`config.mk`:
```
export PLATFORM = sky130hd
export DESIGN_NAME = tx_frame_sched
export DESIGN_NICKNAME = d
export VERILOG_FILES = /design/src/rtl/zigbee_tx_pkg.sv /design/src/rtl/crc16_802154.sv /design/src/rtl/tx_frame_sched.sv
export SDC_FILE = /design/constraint.sdc
export NUM_CORES = 1
export LEC_CHECK = 0
export CAP_MARGIN = 20
export CORE_MARGIN = 5
export CORE_UTILIZATION = 55
export DETAILED_ROUTE_END_ITERATION = 8
export GPL_TIMING_DRIVEN = 0
export PLACE_DENSITY = 0.86
export SETUP_SLACK_MARGIN = 0.1
export SLEW_MARGIN = 20
export SYNTH_ARGS = -nofsm -noshare
export SYNTH_HDL_FRONTEND = slang
export SYNTH_HIERARCHICAL = 1
export SYNTH_SLANG_ARGS = --single-unit
```
`constraint.sdc`:
```
create_clock -name clk -period 5.33 [get_ports clk]
set_input_delay 1.066 -clock clk [delete_from_list [all_inputs] [get_ports clk]]
set_output_delay 1.066 -clock clk [all_outputs]
set_load 0.01 [all_outputs]
```
`src/rtl/zigbee_tx_pkg.sv`:
```
// zigbee_tx_pkg: shared scheduler state encoding and 802.15.4 PHY constants
package zigbee_tx_pkg;
  typedef enum logic [2:0] {
    S_IDLE,
    S_PREAMBLE,
    S_SFD,
    S_PHR,
    S_FETCH,
    S_PAYLOAD,
    S_FCS,
    S_DONE
  } tx_sched_state_t;
  localparam int PHY_MAX_PSDU = 127;
  localparam logic [7:0] SFD_DEFAULT = 8'hA7;
  localparam int FCS_LEN = 2;
endpackage

```
`src/rtl/crc16_802154.sv`:
```
// crc16_802154: LSB-first CRC-16/ITU-T (reflected poly 0x8408, init 0) byte accumulator with clear/enable
module crc16_802154 (
  input  logic        clk,
  input  logic        reset,
  input  logic        i_clr,
  input  logic        i_en,
  input  logic [7:0]  i_data,
  output logic [15:0] o_crc_q,
  output logic [15:0] o_crc_d
);
  logic [15:0] r_crc;
  logic [15:0] w_nxt;
  always_comb begin
    w_nxt = r_crc ^ {8'h00, i_data};
    for (int i = 0; i < 8; i++) w_nxt = w_nxt[0] ? ((w_nxt >> 1) ^ 16'h8408) : (w_nxt >> 1);
    o_crc_d = i_clr ? 16'h0000 : i_en ? w_nxt : r_crc;
  end
  always_ff @(posedge clk) r_crc <= reset ? 16'h0000 : o_crc_d;
  assign o_crc_q = r_crc;
endmodule

```
`src/rtl/tx_frame_sched.sv`:
```
// tx_frame_sched: 802.15.4 PPDU byte sequencer (preamble, SFD, PHR, FIFO payload) over valid/ready.
// Define TX_FCS_EN to append a 2-byte CRC-16 FCS after the payload.
module tx_frame_sched
  import zigbee_tx_pkg::*;
#(
  parameter int         PREAMBLE_BYTES = 4,
  parameter logic [7:0] SFD_BYTE       = SFD_DEFAULT
) (
  input  logic       clk,
  input  logic       reset,
  input  logic       start,
  input  logic [6:0] frame_len,
  input  logic       fifo_empty,
  output logic       fifo_rd_en,
  input  logic [7:0] fifo_rd_data,
  output logic [7:0] byte_out,
  output logic       byte_valid,
  input  logic       byte_ready,
  output logic       busy,
  output logic       done,
  output logic       err_underflow,
  output logic       err_len
);
  tx_sched_state_t r_state, w_state, w_tail_state;
  logic [7:0] r_byte_out, w_byte_out, w_tail_byte;
  logic       r_byte_valid, w_byte_valid, w_tail_valid;
  logic [6:0] r_cnt, w_cnt, r_len, w_len, w_pay;
  logic       w_xfer, w_len_ok;
  assign w_xfer = r_byte_valid && byte_ready;
`ifdef TX_FCS_EN
  logic [15:0] w_crc_q, w_crc_d;
  crc16_802154 u_crc (
    .clk     (clk),
    .reset   (reset),
    .i_clr   (r_state == S_IDLE),
    .i_en    (r_state == S_PAYLOAD && w_xfer),
    .i_data  (r_byte_out),
    .o_crc_q (w_crc_q),
    .o_crc_d (w_crc_d)
  );
  assign w_pay        = r_len - 7'(FCS_LEN);
  assign w_len_ok     = frame_len >= 7'(FCS_LEN);
  assign w_tail_state = S_FCS;
  assign w_tail_valid = 1'b1;
  assign w_tail_byte  = w_crc_d[7:0];
`else
  assign w_pay        = r_len;
  assign w_len_ok     = 1'b1;
  assign w_tail_state = S_DONE;
  assign w_tail_valid = 1'b0;
  assign w_tail_byte  = r_byte_out;
`endif
  always_comb begin
    w_state       = r_state;
    w_byte_out    = r_byte_out;
    w_byte_valid  = r_byte_valid;
    w_cnt         = r_cnt;
    w_len         = r_len;
    fifo_rd_en    = 1'b0;
    err_underflow = 1'b0;
    err_len       = 1'b0;
    done          = 1'b0;
    busy          = r_state != S_IDLE;
    case (r_state)
      S_IDLE: if (start) begin
        if (w_len_ok) begin
          w_state      = S_PREAMBLE;
          w_len        = frame_len;
          w_cnt        = 7'd0;
          w_byte_out   = 8'h00;
          w_byte_valid = 1'b1;
        end else err_len = 1'b1;
      end
      S_PREAMBLE: if (w_xfer) begin
        if (r_cnt == 7'(PREAMBLE_BYTES - 1)) begin
          w_state    = S_SFD;
          w_byte_out = SFD_BYTE;
          w_cnt      = 7'd0;
        end else w_cnt = r_cnt + 7'd1;
      end
      S_SFD: if (w_xfer) begin
        w_state    = S_PHR;
        w_byte_out = {1'b0, r_len};
      end
      S_PHR: if (w_xfer) begin
        if (w_pay == 7'd0) begin
          w_state      = w_tail_state;
          w_byte_out   = w_tail_byte;
          w_byte_valid = w_tail_valid;
          w_cnt        = 7'd1;
        end else begin
          w_state      = S_FETCH;
          w_byte_valid = 1'b0;
          w_cnt        = w_pay;
        end
      end
      S_FETCH: if (fifo_empty) begin
        err_underflow = 1'b1;
        w_state       = S_IDLE;
      end else begin
        fifo_rd_en = 1'b1;
        w_state    = S_PAYLOAD;
      end
      // first PAYLOAD cycle captures the popped byte; later cycles wait for the handshake
      S_PAYLOAD: if (!r_byte_valid) begin
        w_byte_out   = fifo_rd_data;
        w_byte_valid = 1'b1;
      end else if (byte_ready) begin
        if (r_cnt == 7'd1) begin
          w_state      = w_tail_state;
          w_byte_out   = w_tail_byte;
          w_byte_valid = w_tail_valid;
          w_cnt        = 7'd1;
        end else begin
          w_state      = S_FETCH;
          w_byte_valid = 1'b0;
          w_cnt        = r_cnt - 7'd1;
        end
      end
`ifdef TX_FCS_EN
      S_FCS: if (w_xfer) begin
        if (r_cnt == 7'd1) begin
          w_byte_out = w_crc_q[15:8];
          w_cnt      = 7'd0;
        end else begin
          w_state      = S_DONE;
          w_byte_valid = 1'b0;
        end
      end
`endif
      S_DONE: begin
        done    = 1'b1;
        w_state = S_IDLE;
      end
      default: w_state = S_IDLE;
    endcase
  end
  always_ff @(posedge clk) begin
    if (reset) begin
      r_state      <= S_IDLE;
      r_byte_out   <= 8'h00;
      r_byte_valid <= 1'b0;
      r_cnt        <= 7'd0;
      r_len        <= 7'd0;
    end else begin
      r_state      <= w_state;
      r_byte_out   <= w_byte_out;
      r_byte_valid <= w_byte_valid;
      r_cnt        <= w_cnt;
      r_len        <= w_len;
    end
  end
  assign byte_out   = r_byte_out;
  assign byte_valid = r_byte_valid;
endmodule

```
# Yosys cells after proc, flatten, opt, wreduce, memory -nomap -nowiden
# Index checks and enable logic that the tools add are counted.
# W data, S select, Z words.
# classes
n_shift	0
mux	36
div	0
eq_ne	16
n_addsub	2
reduce_logical	12
n_lt_le_gt_ge	0
bitwise	0
n_mul	0
# op_table
cell	n
$mux W7	8
$mux W8	5
$pmux W8 S4	1
$pmux W7 S4	1
$mux W3	8
$pmux W3 S6	1
$ne A2 B2 Y1 const B	8
$reduce_and A6 Y1	2
$eq A3 B3 Y1 const B	3
$mux W1	9
$reduce_bool A4 Y1	2
$add A7 B1 Y7 const B	1
$eq A7 B1 Y1 const B	1
$eq A7 B2 Y1 const B	1
$logic_not A7 Y1	1
$reduce_and A7 Y1	1
$sub A7 B1 Y7 const B	1
$eq A3 B2 Y1 const B	2
$reduce_bool A3 Y1	2
$mux W2	2
$eq A3 B1 Y1 const B	1
$logic_not A3 Y1	1
$pmux W1 S3	1
$reduce_and A3 Y1	1
other kinds (2)	2
# totals
n_memories	0
output_inout_bits	14
word_cells	71
reg_bits	26
latch_bits	0
romBits	0
ram_bits	0
in_bits	20

# Logic depth before layout (Yosys ltp)
# Gate-level depths: netlist (run 1).
# logic_depth
depth_word	5
ltp_mapped	7
mapped_depth_nobuf	6

# Worst setup path after synthesis (run 1)
# OpenSTA, ideal clock, no wires.
# synth_path
path_type	in2out
startpoint	input fifo_empty
endpoint	output fifo_rd_en
path_slack_ns	2.908
t_required_ns	4.264
stages	1
arrival_time_ns	1.356
n_path_buf	0
cell_sequence	nor3_1
# synth_between
elab_chain_cells	2
# synth_rtl
item	line_no	rtl
start, declared	tx_frame_sched.sv:13	input logic fifo_empty,
$mux W1	tx_frame_sched.sv:97	S_FETCH: if (fifo_empty) begin
$mux W1	tx_frame_sched.sv:64	case (r_state)
end, declared	tx_frame_sched.sv:14	output logic fifo_rd_en,
# Every way passes these cells.

# Final worst setup path (run 1)
# layout_path
startpoint	register r_state[2]
endpoint	output done
# layout_between
elab_chain_cells	2
# layout_rtl
item	line_no	rtl
start, declared	tx_frame_sched.sv:24	tx_sched_state_t r_state, w_state, w_tail_state;
start signal, assigned	tx_frame_sched.sv:146	r_state <= w_state;
$eq A3 B3 Y1	tx_frame_sched.sv:64	
$mux W1	tx_frame_sched.sv:64	
end, declared	tx_frame_sched.sv:20	output logic done,
# Every way passes these cells.

==> results_tabular.tex, run 1 <==
\begin{tabular}{lr}
\hline
Metric & Value \\
\hline
\multicolumn{2}{l}{\textbf{Worst setup path}} \\
\quad Crit path largest cell delay & $\sim$540 ps \\
\quad Kind of critical path & flop to output port \\
\quad Critical path buffers and inverters & 4 \\
\quad Nature of the critical path endpoint & output port \\
\quad Critical Path Source Type & flop \\
\quad Crit path launch & r\_state[2]\$\_SDFFE\_PP0P\_ \\
\quad Critical Path Most Common Cell & sky130\_fd\_sc\_hd\_\_clkbuf\_1 \\
\quad Number of stages on the worst setup path & 5 \\
\quad Data required time at the worst endpoint & between 4000 and 5000 ps \\
\quad Cell-by-cell listing of the critical path & clkbuf\_2 > clkbuf\_1 > clkbuf\_1 > and3\_1 > clkdlybuf4s50\_1 \\
\quad Master of the slowest instance on the critical path & sky130\_fd\_sc\_hd\_\_clkdlybuf4s50\_1 \\
\quad Number of cells on the worst reg-to-reg path & 6 \\
\quad Worst endpoint data arrival time & 2460 ps \\
\quad Highest fanout seen on the critical path & 10 \\
\quad Delay-heaviest family, CP & buffers and inverters \\
\quad Startpoint of the lowest-slack register-to-register path & r\_cnt[0]\$\_SDFFE\_PP0P\_ \\
\multicolumn{2}{l}{\textbf{Global routing}} \\
\quad All-Layer GR Usage & 0.221 \\
\quad Largest net degree at the start of global routing & 15 \\
\quad Global-route track usage on met1 & 0.312 \\
\quad Global routing usage on met3 & 0.0391 \\
\quad Number of global-route vias before repair & roughly 1,600 \\
\quad M2 GR Usage & 0.340 \\
\quad Global-route wire length before repair & 7480 microns \\
\quad Gr busiest metal & met2 \\
\quad Overall overflow remaining after global route & 0 \\
\quad Initial antenna violation count & 0 \\
\multicolumn{2}{l}{\textbf{Synthesis}} \\
\quad Register area share after synthesis & 0.301 \\
\quad Predominant post-synthesis flop cell & sky130\_fd\_sc\_hd\_\_dfxtp\_1 \\
\quad Mean area per synthesized cell & between 7 and 8 sq um \\
\quad FF+latch count, synth & 26 \\
\quad Net count of the mapped netlist & between 200 and 250 \\
\quad Cell area after technology mapping & $\sim$1700 sq um \\
\quad Cell type with the largest total area after synthesis & sky130\_fd\_sc\_hd\_\_dfxtp\_1 \\
\quad Dominant cells by area after synthesis & sky130\_fd\_sc\_hd\_\_dfxtp\_1 (30\%), sky130\_fd\_sc\_hd\_\_nor2\_1 (7.4\%), sky130\_fd\_sc\_hd\_\_a21oi\_1 (5.2\%), sky130\_fd\_sc\_hd\_\_mux2i\_1 (5.2\%), sky130\_fd\_sc\_hd\_\_a211oi\_1 (3.9\%) \\
\quad FFs w/ async S/R, synth & 0 \\
\quad Number of cells produced by synthesis & roughly 220 \\
\quad Area fraction of the dominant cell type after synthesis & 0.301 \\
\quad Post-synthesis cell type count & between 40 and 50 \\
\quad Yosys warning total & 6 \\
\quad Number of flops mapped to enable cells by yosys & 0 \\
\multicolumn{2}{l}{\textbf{STA}} \\
\quad Unrepaired setup endpoints after global routing & no \\
\quad Worst slew margin & 0.520 \\
\quad Pins Over Slew Limit & 0 \\
\quad Worst Tran Pin Value & 716 ps \\
\quad Worst hold slack after final layout & 516 ps \\
\quad TNS Setup & 0 ps \\
\quad Hold Fails Final Rpt & 0 \\
\quad Highest clock rate & around 280 MHz \\
\quad Layout Skew & 0.824 ps \\
\quad Shortest clock period the worst path allows after layout & roughly 3500 ps \\
\quad Tcrit/Tclk final & 0.662 \\
\quad Final setup violation count & 0 \\
\multicolumn{2}{l}{\textbf{Route}} \\
\quad Mean number of vias per cell & between 5 and 6 \\
\quad Number of vias in the routed layout & about 1,800 \\
\quad Count of nets left with antenna violations after detail routing & 0 \\
\quad Total routed wirelength & around 4600 microns \\
\quad Post-route DRC & 0 \\
\quad Average wire per standard cell & roughly 15 microns \\
\quad Drt pass-1 iters & 5 \\
\quad Initial detailed-routing violation count & approximately 190 \\
\multicolumn{2}{l}{\textbf{Clock network}} \\
\quad Number of instances resized during post-cts repair & 0 \\
\quad TritonCTS clock tree & built \\
\quad Skew-Pair Late Insertion Delay & 320 ps \\
\quad TritonCTS Sinks & 26 \\
\quad Deepest level of the CTS H-tree & 1 \\
\quad CTS Root Buffer Type & sky130\_fd\_sc\_hd\_\_clkbuf\_4 \\
\quad Hold-fix buffers at CTS & 0 \\
\quad Setup Buffers After CTS & 0 \\
\quad Number of clock buffers inserted by TritonCTS & 3 \\
\quad Post-CTS clock slew at the launch and capture registers of the worst setup and hold paths & 140 ps \\
\quad Deepest clock path buffer count & 2 \\
\multicolumn{2}{l}{\textbf{Pwr}} \\
\quad Sequential power share & 0.466 \\
\quad Clock network power share & 0.211 \\
\quad Total power after layout & about 0.00048 W \\
\quad Net Sw Frac & 0.314 \\
\quad P per Cell Area & 226 nW/um\^{}2 \\
\quad Combinational share of power & 0.323 \\
\quad Reported leakage power & just over 0.8 nW \\
\quad Switching power summed over all nets & 0.000152 W \\
\quad Largest voltage drop on the vdd net & between 0.15 and 0.2 mV \\
\quad P\_int & $\sim$0.00033 W \\
\multicolumn{2}{l}{\textbf{Die}} \\
\quad Area of the die & approximately 4400 sq um \\
\quad Top Ports & 34 \\
\quad Std cell rows & 20 \\
\quad Effective utilization at floorplan & 0.571 \\
\quad Die outline height & about 66 microns \\
\quad Area of the core & $\sim$3000 sq um \\
\quad Width of the die & between 60 and 70 microns \\
\multicolumn{2}{l}{\textbf{Min path}} \\
\quad Hold wc startpoint & byte\_out[3]\$\_SDFFE\_PP0P\_ \\
\quad Hold Crit Class & flop to flop \\
\quad Hold Path Cell Cnt & 2 \\
\multicolumn{2}{l}{\textbf{Cells and area}} \\
\quad Count of nets after finishing & between 200 and 300 \\
\quad Antenna diode instance count & 0 \\
\quad Area added between synthesis and finish & 23.8\% \\
\quad Fraction of layout cells with a size suffix above 1 & 0.0941 \\
\multicolumn{2}{l}{\textbf{Placement}} \\
\quad Count of input and output buffers & 32 \\
\quad Hpwl dp & 3480 microns \\
\quad Final Wtd Congestion & about 0.96 \\
\multicolumn{2}{l}{\textbf{Job}} \\
\quad Number of max-capacitance violations reported & 0 \\
\multicolumn{2}{l}{\textbf{Outcome}} \\
\quad Result of the run & finished clean \\
\hline
\end{tabular}
## state kept, by name (all words and copies together) (netlist names)
register    flops
byte_valid      1
r_cnt           7
r_len           7
r_state         3
byte_out        8
## tightest hold or removal path, delay by kind of cell, from the launching register on
| family | cells | cell delay [ps] |
|---|---|---|
| compound gates | 1 | 50 |
| flops | 1 | 330 |
| simple gates | 1 | 100 |
## kinds of logic after synthesis
| group | synth area share |
|---|---|
| other | 0.00217 |
| buffers and inverters | 0.0825 |
| muxes | 0.0521 |
| DFF | 0.301 |
| AOI/OAI and AO/OA | 0.260 |
| xor gates and xnor gates | 0.0253 |
| adders and majority gates | 0.0217 |
| and+or+nand+nor | 0.255 |
## Yosys cell counts, drive strengths merged (4+ instances only)
cell type / number
o211ai: 4
inv: 5
a22oi: 4
nor2: 34
nand3: 7
dfxtp: 26
nand2b: 5
mux2i: 9
a211oi: 9
clkbuf: 9
a21oi: 18
nor3: 8
nand2: 17
o21ai: 10
buf: 6
## worst paths after layout
path | slack, ps | endpoint
setup reg to reg | 3390 | byte_out[1]$_SDFFE_PP0P_
hold / removal | 520 | byte_out[3]$_SDFFE_PP0P_
setup / recovery | 1800 | done
hold reg to reg | 520 | byte_out[3]$_SDFFE_PP0P_
## power groups by stage
stage	logic (W)	registers, W	clock network, W
after detailed placement	0.000154	0.000230	0
after CTS	0.000156	0.000225	0.000102
after global routing	0.000170	0.000229	0.000113
final	0.000156	0.000226	0.000102
after global placement	0.000153	0.000229	0
after floorplan	0.0000915	0.000231	0
## cells in the final DEF (no fill, tap or decap), drive strengths merged, types with 2 or more instances in the layout
| cell type | count |
|---|---|
| a22o | 3 |
| a22oi | 4 |
| a21oi | 18 |
| nor2b | 3 |
| and2b | 3 |
| o21ai | 10 |
| o211ai | 4 |
| nand2b | 5 |
| and2 | 2 |
| o21a | 2 |
| and3 | 2 |
| nand3 | 7 |
| nor2 | 34 |
| dfxtp | 26 |
| xnor2 | 3 |
| nor4 | 2 |
| nand2 | 17 |
| ha | 3 |
| o22ai | 3 |
| a211oi | 9 |
| nor3 | 8 |
| a2bb2oi | 2 |
| buf | 6 |
| clkbuf | 13 |
| inv | 5 |
| xor2 | 2 |
| a32oi | 2 |
| o31ai | 2 |
| o32ai | 2 |
| mux2i | 9 |
| clkdlybuf4s50 | 32 |
## metrics by stage
stage                      util  area, sq um  setup slack (ps)  cells
final                     0.707         2140              1800    299
after global routing      0.707         2140              1620    299
after CTS                 0.707         2140              1830    299
after detailed placement  0.695         2100              2000    295
after global placement    0.695         2100              1990    295
after floorplan               -         1730              2910    219
## layout make-up
class | count | area, sq um
Fill cell | 263 | 888
Sequential cell | 26 | 520
Buffer | 15 | 124
Timing Repair Buffer | 32 | 320
Clock buffer | 4 | 36.3
Tap cell | 44 | 55.1
Multi-Input combinational cell | 173 | 1060
Inverter | 5 | 18.8
## per-layer routing
layer / wire length (microns) / part of all wire
met3: 354 / 0.077
met2: 2110 / 0.46
met5: 0 / 0
met1: 2080 / 0.45
met4: 73 / 0.016
(Power assumes the default switching activity.)
==> run 2: changes to the inputs <==
CORE_UTILIZATION = 46   (was 55)
PLACE_DENSITY = 0.77   (was 0.86)
clock period = 2.8 ns   (was 5.33 ns; I/O delays follow)
==> results_tabular.tex, run 2 (synthesized netlist as in run 1, its figures left out) <==
\begin{tabular}{lr}
\hline
Metric & Value \\
\hline
\multicolumn{2}{l}{\textbf{Outcome}} \\
\quad Result of the run & finished clean \\
\multicolumn{2}{l}{\textbf{Cells and area}} \\
\quad Area added between synthesis and finish & 25.1\% \\
\quad Flip-flop count of the largest register after layout & 8 (unchanged) \\
\quad Commonest cells after routing, fill and taps aside & sky130\_fd\_sc\_hd\_\_nor2\_1 (34), sky130\_fd\_sc\_hd\_\_clkdlybuf4s50\_1 (32), sky130\_fd\_sc\_hd\_\_dfxtp\_1 (26) \\
\quad Count of nets after finishing & 278 (-0.36\%) \\
\quad Most common library cell in the layout ignoring fill and taps & sky130\_fd\_sc\_hd\_\_nor2\_1 \\
\quad Number of non-filler instances in the completed layout & 302 (+1.0\%) \\
\quad Antenna diode instance count & 0 (unchanged) \\
\quad Fraction of layout cells with a size suffix above 1 & 0.0984 (+0.00431) \\
\quad Core utilization of the finished layout & 0.590 (-0.116) \\
\multicolumn{2}{l}{\textbf{STA}} \\
\quad Shortest clock period the worst path allows after layout & 2620 ps \\
\quad Unrepaired setup endpoints after global routing & no \\
\quad Tcrit/Tclk final & 0.934 \\
\quad Layout Skew & 5.38 ps (+4.56 ps) \\
\quad Pins Over Slew Limit & 0 (unchanged) \\
\quad Worst slew margin & 0.524 (+0.00405) \\
\quad TNS Setup & 0 ps (unchanged) \\
\quad Worst Tran Pin Value & 710 ps (-6.04 ps) \\
\quad Highest clock rate & about 380 MHz \\
\quad Final setup violation count & 0 (unchanged) \\
\quad Hold Fails Final Rpt & 0 (unchanged) \\
\multicolumn{2}{l}{\textbf{Worst setup path}} \\
\quad Kind of critical path & flop to output port \\
\quad Critical Path Source Type & flop \\
\quad Worst endpoint data arrival time & 2060 ps (-400 ps) \\
\quad Nature of the critical path endpoint & output port \\
\quad Highest fanout seen on the critical path & 10 (unchanged) \\
\quad Data required time at the worst endpoint & 2240 ps (-2020 ps) \\
\multicolumn{2}{l}{\textbf{Clock network}} \\
\quad Skew-Pair Late Insertion Delay & 280 ps (-40 ps) \\
\quad Post-CTS clock slew at the launch and capture registers of the worst setup and hold paths & 90 ps (-50 ps) \\
\quad Deepest level of the CTS H-tree & 1 (unchanged) \\
\quad Deepest clock path buffer count & 2 (unchanged) \\
\quad TritonCTS Sinks & 26 (unchanged) \\
\quad Hold-fix buffers at CTS & 0 (unchanged) \\
\quad TritonCTS clock tree & built \\
\quad Number of clock buffers inserted by TritonCTS & 3 (unchanged) \\
\quad Setup Buffers After CTS & 0 (unchanged) \\
\quad CTS Root Buffer Type & sky130\_fd\_sc\_hd\_\_clkbuf\_8 \\
\multicolumn{2}{l}{\textbf{Pwr}} \\
\quad Reported leakage power & 0.817 nW (+1.2\%) \\
\quad P per Cell Area & 450 nW/um\^{}2 (+99\%) \\
\quad Largest voltage drop on the vdd net & 0.268 mV (+44\%) \\
\multicolumn{2}{l}{\textbf{Global routing}} \\
\quad Largest net degree at the start of global routing & 18 (+3) \\
\quad Overall overflow remaining after global route & 0 (unchanged) \\
\quad Initial antenna violation count & 0 (unchanged) \\
\quad All-Layer GR Usage & 0.176 (-0.0456) \\
\quad Number of global-route vias before repair & 1,601 (+1.0\%) \\
\quad Global-route wire length before repair & 7250 microns (-3.0\%) \\
\multicolumn{2}{l}{\textbf{Min path}} \\
\quad Hold Crit Class & flop to flop \\
\multicolumn{2}{l}{\textbf{Die}} \\
\quad Width of the die & 71.3 microns (+7.9\%) \\
\quad Area of the core & 3660 sq um (+21\%) \\
\quad Effective utilization at floorplan & 0.472 (-0.0987) \\
\quad Area of the die & 5080 sq um (+16\%) \\
\quad Top Ports & 34 (unchanged) \\
\quad Std cell rows & 22 (+10\%) \\
\quad Die outline height & 71.3 microns (+7.9\%) \\
\multicolumn{2}{l}{\textbf{Job}} \\
\quad Number of max-capacitance violations reported & 0 (unchanged) \\
\multicolumn{2}{l}{\textbf{Route}} \\
\quad Total routed wirelength & 4500 microns (-2.5\%) \\
\quad Drt pass-1 iters & 4 (-1) \\
\quad Average wire per standard cell & 14.9 microns (-3.4\%) \\
\quad Number of vias in the routed layout & 1,749 (-0.91\%) \\
\quad Count of nets left with antenna violations after detail routing & 0 (unchanged) \\
\quad Post-route DRC & 0 (unchanged) \\
\quad Mean number of vias per cell & 5.79 (-1.9\%) \\
\quad Initial detailed-routing violation count & 208 (+11\%) \\
\multicolumn{2}{l}{\textbf{Placement}} \\
\quad Count of input and output buffers & 32 (unchanged) \\
\quad Placed Instances & 299 (+1.4\%) \\
\quad Final Wtd Congestion & 0.926 (-3.7\%) \\
\quad Hpwl dp & 3390 microns (-2.5\%) \\
\hline
\end{tabular}
[run 2: worst paths after layout]
path                            slack [ps]                       end                     start  cells past startpoint
worst min-delay path                   500  byte_out[0]$_SDFFE_PP0P_  byte_out[0]$_SDFFE_PP0P_                      2
worst max-delay path                   180                      done   r_state[1]$_SDFFE_PP0P_                      4
worst min register to register         500  byte_out[0]$_SDFFE_PP0P_  byte_out[0]$_SDFFE_PP0P_                      2
worst max register to register         910  byte_out[5]$_SDFFE_PP0P_     r_cnt[0]$_SDFFE_PP0P_                      6
[run 2: cell type report]
type	count	area, sq um
Buffer	14	121
Clock buffer	4	55.1
Fill cell	363	1500
Inverter	5	18.8
Multi-Input combinational cell	173	1060
Sequential cell	26	520
Tap cell	48	60.1
Timing Repair Buffer	32	320
[run 2: repair_timing]
item / in CTS / in global routing
endpoints found under the setup margin: 1 / 1
gates resized for setup: 0 / 2
pin swaps: 0 / 0
[run 2: critical path, stage by stage, from the launching register on]
cell and delay [ps]:
sky130_fd_sc_hd__dfxtp_1 380, sky130_fd_sc_hd__clkbuf_8 180, sky130_fd_sc_hd__clkbuf_1 440, sky130_fd_sc_hd__and3_1 250, sky130_fd_sc_hd__clkdlybuf4s50_1 540
[run 2: per-layer routing]
layer	share of wire	GRT usage	up-vias
li1	-	-	863
met1	0.46	0.237	792
met2	0.44	0.281	82
met3	0.072	0.0196	12
met4	0.024	0.0814	0
met5	0	0	-
[run 2: power breakdown]
group | leakage [nW] | switching (W) | internal (W)
registers | 0.213 | 0.0000272 | 0.000402
logic | 0.575 | 0.000146 | 0.000150
clock network | 0.0288 | 0.000122 | 0.000126
[run 2: per-stage QoR]
step	hold slack (ps)	power, W	setup slack (ps)	instance area [sq um]
after floorplan	479	0.000614	1010	1730
after global placement	482	0.000731	198	2110
after detailed placement	486	0.000734	225	2110
after CTS	507	0.000980	193	2160
after global routing	539	0.00103	136	2160
final	502	0.000973	184	2160
